### config.mk
export PLATFORM = sky130hd
export DESIGN_NAME = alu_issue_queue
export DESIGN_NICKNAME = d
export VERILOG_FILES = /design/src/rtl/alu_issue_queue.sv
export SDC_FILE = /design/constraint.sdc
export NUM_CORES = 2
export LEC_CHECK = 0
export BUFFER_PORTS_ARGS = -buffer_cell sky130_fd_sc_hd__clkbuf_2
export CAP_MARGIN = 25
export CORE_MARGIN = 5
export CORE_UTILIZATION = 35
export DETAILED_ROUTE_END_ITERATION = 10
export SLEW_MARGIN = 20
export SYNTH_ARGS = -nofsm -noshare
export SYNTH_HDL_FRONTEND = slang
export SYNTH_SLANG_ARGS = --single-unit
### constraint.sdc
create_clock -name clk -period 22.5 [get_ports clk]
set_input_delay 0 -clock clk [delete_from_list [all_inputs] [get_ports clk]]
set_output_delay 0 -clock clk [all_outputs]
set_load 0.01 [all_outputs]
### src/rtl/alu_issue_queue.sv
// rtl/alu_issue_queue.sv - collapsing out-of-order ALU issue queue
// Oldest-ready select with external and self wakeup; entry 0 is always the oldest.
module alu_issue_queue #(
   parameter int DEPTH     = 8,
   parameter int TAG_W     = 6,
   parameter int PAYLOAD_W = 128,
   parameter int WAKE_N    = 3
) (
   input  logic                       clk,
   input  logic                       reset,
   input  logic                       flush,
   input  logic                       dispatch_valid,
   output logic                       iq_allowin,
   input  logic [PAYLOAD_W-1:0]       dispatch_payload,
   input  logic [TAG_W-1:0]           dispatch_dest,
   input  logic                       dispatch_rf_we,
   input  logic [TAG_W-1:0]           dispatch_src1,
   input  logic [TAG_W-1:0]           dispatch_src2,
   input  logic                       dispatch_src1_rdy,
   input  logic                       dispatch_src2_rdy,
   input  logic [WAKE_N-1:0]          wakeup_valid,
   input  logic [WAKE_N*TAG_W-1:0]    wakeup_tag,
   output logic                       issue_to_alu_valid,
   output logic [PAYLOAD_W-1:0]       issue_payload,
   output logic [TAG_W-1:0]           issue_dest,
   output logic                       issue_wakeup_valid,
   output logic [$clog2(DEPTH+1)-1:0] iq_count
);
   localparam int CNT_W = $clog2(DEPTH + 1);
   localparam int IDX_W = $clog2(DEPTH);
   localparam int SRC_N = WAKE_N + 1;

   logic [CNT_W-1:0]     r_count;
   logic [PAYLOAD_W-1:0] r_payload [DEPTH];
   logic [TAG_W-1:0]     r_dest    [DEPTH];
   logic [TAG_W-1:0]     r_src1    [DEPTH];
   logic [TAG_W-1:0]     r_src2    [DEPTH];
   logic [DEPTH-1:0]     r_we;
   logic [DEPTH-1:0]     r_rdy1;
   logic [DEPTH-1:0]     r_rdy2;

   logic [DEPTH-1:0]       w_ready;
   logic [DEPTH-1:0]       w_sel_oh;
   logic [DEPTH-1:0]       w_shift;
   logic                   w_found;
   logic [DEPTH-1:0]       w_wake1;
   logic [DEPTH-1:0]       w_wake2;
   logic                   w_dwake1;
   logic                   w_dwake2;
   logic                   w_accept;
   logic [IDX_W-1:0]       w_wr_idx;
   logic [SRC_N-1:0]       w_wk_vld;
   logic [SRC_N*TAG_W-1:0] w_wk_tags;

   function automatic logic f_match(input logic [TAG_W-1:0] tag,
                                    input logic [SRC_N-1:0] vld,
                                    input logic [SRC_N*TAG_W-1:0] tags);
      f_match = 1'b0;
      for (int k = 0; k < SRC_N; k++) begin
         if (vld[k] && tags[k*TAG_W +: TAG_W] == tag) f_match = 1'b1;
      end
   endfunction

   // Self-wakeup is the top source so a dependent can issue the very next cycle.
   assign w_wk_vld  = {issue_wakeup_valid, wakeup_valid};
   assign w_wk_tags = {issue_dest, wakeup_tag};

   assign iq_allowin = (r_count < CNT_W'(DEPTH));
   assign iq_count   = r_count;
   assign w_accept   = dispatch_valid & iq_allowin;
   assign w_wr_idx   = IDX_W'(r_count - CNT_W'(w_found));
   assign w_dwake1   = f_match(dispatch_src1, w_wk_vld, w_wk_tags);
   assign w_dwake2   = f_match(dispatch_src2, w_wk_vld, w_wk_tags);

   always_comb begin
      w_sel_oh = '0;
      w_shift  = '0;
      w_found  = 1'b0;
      for (int i = 0; i < DEPTH; i++) begin
         w_ready[i] = (CNT_W'(i) < r_count) & r_rdy1[i] & r_rdy2[i];
         if (!w_found && w_ready[i]) begin
            w_sel_oh[i] = 1'b1;
            w_found     = 1'b1;
         end
         w_shift[i] = w_found;
      end
   end

   always_comb begin
      issue_to_alu_valid = w_found;
      issue_payload      = '0;
      issue_dest         = '0;
      issue_wakeup_valid = 1'b0;
      for (int i = 0; i < DEPTH; i++) begin
         if (w_sel_oh[i]) begin
            issue_payload      = r_payload[i];
            issue_dest         = r_dest[i];
            issue_wakeup_valid = r_we[i];
         end
      end
   end

   always_comb begin
      for (int i = 0; i < DEPTH; i++) begin
         w_wake1[i] = f_match(r_src1[i], w_wk_vld, w_wk_tags);
         w_wake2[i] = f_match(r_src2[i], w_wk_vld, w_wk_tags);
      end
   end

   always_ff @(posedge clk) begin
      if (reset || flush) begin
         r_count <= '0;
      end else begin
         // Entries at or above the issued slot collapse down, picking up same-cycle wakeups.
         for (int i = 0; i < DEPTH - 1; i++) begin
            if (w_shift[i]) begin
               r_payload[i] <= r_payload[i+1];
               r_dest[i]    <= r_dest[i+1];
               r_src1[i]    <= r_src1[i+1];
               r_src2[i]    <= r_src2[i+1];
               r_we[i]      <= r_we[i+1];
               r_rdy1[i]    <= r_rdy1[i+1] | w_wake1[i+1];
               r_rdy2[i]    <= r_rdy2[i+1] | w_wake2[i+1];
            end else begin
               r_rdy1[i]    <= r_rdy1[i] | w_wake1[i];
               r_rdy2[i]    <= r_rdy2[i] | w_wake2[i];
            end
         end
         r_rdy1[DEPTH-1] <= r_rdy1[DEPTH-1] | w_wake1[DEPTH-1];
         r_rdy2[DEPTH-1] <= r_rdy2[DEPTH-1] | w_wake2[DEPTH-1];
         for (int i = 0; i < DEPTH; i++) begin
            if (w_accept && w_wr_idx == IDX_W'(i)) begin
               r_payload[i] <= dispatch_payload;
               r_dest[i]    <= dispatch_dest;
               r_src1[i]    <= dispatch_src1;
               r_src2[i]    <= dispatch_src2;
               r_we[i]      <= dispatch_rf_we;
               r_rdy1[i]    <= dispatch_src1_rdy | w_dwake1;
               r_rdy2[i]    <= dispatch_src2_rdy | w_dwake2;
            end
         end
         r_count <= r_count + CNT_W'(w_accept) - CNT_W'(w_found);
      end
   end
endmodule

==> metrics.yaml <==
run_status:
  outcome: "finished clean"
global_route:
  grt_antenna_before_repair: 23
  grt_pass1_wl_um: 288300
  grt_start_max_net_pins: 136
  overflow: 0
  grt_pass1_vias: 41770
  gr-usage-all-layers: 0.2070
floorplanning:
  ios: 315
  core_area_um2: 175700
  dieWidth_um: 429.9
  initial_core_util: 0.3512
  rows: 154
  die_area_um2: 184800
  die_h_um: 429.9
power_and_ir_drop:
  clkPwrFrac: 0.231
  seqPwrFrac: 0.374
  power_leakage_nw: 23.65
  power.total_mw: 9.202
  swShare: 0.3755
  vdd_drop_max_v: 0.0001070
  power.switching_mw: 3.455
  power.density_nw_per_um2: 129.2
  comb_power_share: 0.394
  intPower_mw: 5.747
setup_path:
  crit_required_ns: 23.02
  r2r_cells: 16
  crit_path_max_incr_delay_ns: 0.91
  path_class: "flip-flop to flip-flop"
  critPathCaptureType: "flip-flop"
  r2r-end: "r_payload[1][52]"
  timing.critical_path.max_delay_family: "simple AND/OR/NAND/NOR gates"
  rr_startpoint: "iq_count[2]"
  regToRegSetupSlack_ns: 15.07
  slowest_stage: "buf_4"
  crit_chain: "inv_1 > ha_1 > or2b_1 > a221oi_4 > and2_1 > nand2_1 > nor2_1 > nand2_1 > ha_1 > ha_1 > and3_1 > nand3_1 > nor2_4 > buf_4 > buf_4 > mux2_2"
  arrival_ns: 7.95
  critPathMaxFanout: 54
  critPathLaunchType: "flip-flop"
  cp_common_cell: "ha_1"
  path_buf_inv: 3
clocking:
  cts.path.max_buffers: 3
  cts-root-buf: "clkbuf_16"
  clock-sinks: 1196
  cts_made_buffers: 134
  cts_max_level: 4
  cts_tree: "done"
  clock_latency_ns: 0.79
  clk_pin_slew_worst_paths_ns: 0.06
routing:
  route.top_layer_used: "met5"
  antenna_left: 0
  route.vias.total: 41820
  dr.pass1.iters: 6
  wl_met1_um: 83430
  wire_per_inst_um: 27.35
  route.met2.wl_um: 96370
  post_drt_via_cell_ratio: 5.752
  routed_wl_um: 198900
  dr_wl_met3_um: 12750
  drt_iter0_markers: 4036
  drc: 0
timing:
  setup_tns_ns: 0
  rsz0062_at_grt: "false"
  skew_ns: 0.03413
  final_max_slew_viol_count: 0
  min_period_ns: 7.432
  slew_headroom: 0.2696
  post-route-period-util: 0.3303
  setup_violations: 0
  tightest_slew_ns: 1.096
  hold_viol_final: 0
  fmax_mhz: 134.6
logic_synthesis:
  syn-instance-count: 4568
  synth_top_family_by_area: "multiplexers"
  yosys.area_share.simple: 0.06282
  synth_xor_area_frac: 0.06211
  synthMuxAreaShare: 0.1913
  synth.distinct_cells: 75
  synth-edff-count: 1192
  dominantRegCellSynth: "edfxtp_1"
  synthesis.area_um2: 61720
  yosysWarningCount: 0
  yosysSeqAreaShare: 0.5813
  async_reset_ff_frac: 0
  avgSynthCellArea_um2: 13.51
  synthesis.nets: 4751
  ys_top_cells_by_area: "edfxtp_1 (58%), mux2_2 (19%), xor2_1 (3.1%)"
  synth_compound_area_frac: 0.07101
  synth_area_leader_cell: "edfxtp_1"
  yosys.area_share.adder: 0.001946
  synth-seq-cells: 1196
  synth_top_area_share: 0.5800
hold_path:
  whs_path_depth: 2
  min_from: "dispatch_payload[125]"
  hold_path.class: "input port to flip-flop"
  hold_end: "r_payload[1][509]"
placement:
  gp_congestion: 0.8512
  port_buffers: 314
  placed_cells: 6854
  hpwl_um: 112200
finish:
  instances_no_fill: 7270
  drive_gt1_frac: 0.3358
  fin_util: 0.4052
  final_common_cell: "edfxtp_1"
  nFillCells: 16360
  final_cell_mix: "edfxtp_1 (1192), mux2_2 (1034), clkbuf_2 (314)"
  multi_input_area_um2: 24320
  final_net_count: 4999
  seqCellArea_um2: 35870
  areaGrowthSynthToFinish_pct: 15.37
job:
  maxCapViolations: 0
-- flip-flops by register name, summed over array words and instances (netlist names) --
signal     flops
r_src1        48
r_rdy1         8
r_dest        48
iq_count       4
r_rdy2         8
r_we           8
r_payload   1024
r_src2        48
-- how the worst max path moves through the flow --
stage | startpoint | end | slack (ns) | depth (start not counted)
final | iq_count[2] | r_payload[1][52] | 15.07 | 16
after global routing | iq_count[2] | r_payload[1][52] | 14.68 | 16
after CTS | iq_count[2] | r_payload[1][52] | 15.17 | 16
after detailed placement | iq_count[2] | r_payload[1][52] | 15.19 | 16
after global placement | iq_count[2] | r_payload[1][52] | 14.74 | 16
after floorplan | iq_count[3] | r_dest[0][10] | 11.12 | 17
-- what timing repair did --
item                      4_1_cts  5_1_grt
setup buffers                   0        0
hold buffers                  165        0
hold endpoints to repair     1195        0
resized for setup               0        0
-- cell type report --
type | instances | share of cell area
inverter | 11 | 0.0005799
tap | 2340 | 0.04112
clock buffer | 165 | 0.04962
timing repair buffer | 548 | 0.05423
antenna | 14 | 0.0004920
multi-input combinational | 2925 | 0.3416
sequential | 1196 | 0.5038
clock inverter | 71 | 0.008522
-- kinds of logic after synthesis --
family,Yosys count
flops,1196
compound gates,605
buf+inv,447
fa+ha+maj,9
xor+xnor,436
simple gates,825
mux,1050
-- cell usage after synthesis, types with 66 or more instances --
master    number
clkbuf_1     341
xor2_1       219
a22oi_1       76
edfxtp_1    1192
a21oi_1      124
nor4_1        66
a221oi_1     106
nand2_1      270
xnor2_1      215
a31oi_1      140
nor2_1       188
mux2_2      1034
nand3_1      170
-- per-stage QoR --
| step | hold WS, ns | instance area [um^2] | worst slack, ns |
|---|---|---|---|
| 4_1_cts | 0.001201 | 71140 | 15.17 |
| 5_1_grt | 0.03087 | 71190 | 14.68 |
| 3_3_place_gp | 0.2906 | 65330 | 14.74 |
| 3_5_place_dp | 0.2905 | 65350 | 15.19 |
| 6_report | 0.05531 | 71200 | 15.07 |
| 2_1_floorplan | 0.09887 | 61720 | 11.12 |
-- power by group through the flow --
stage	logic (mW)	registers, mW	clock network (mW)
2_1_floorplan	2.35	3.51	0
3_3_place_gp	3.59	3.46	0
3_5_place_dp	3.62	3.48	0
4_1_cts	3.66	3.44	2.17
5_1_grt	3.87	3.48	2.26
6_report	3.63	3.45	2.13
-- routing by layer --
layer / vias up / GRT usage
met5: - / 0
li1: 18140 / -
met4: 10 / 0.06714
met2: 1646 / 0.3493
met3: 334 / 0.03239
met1: 21690 / 0.2732
Note: power is estimated with default switching activity, not from simulation.
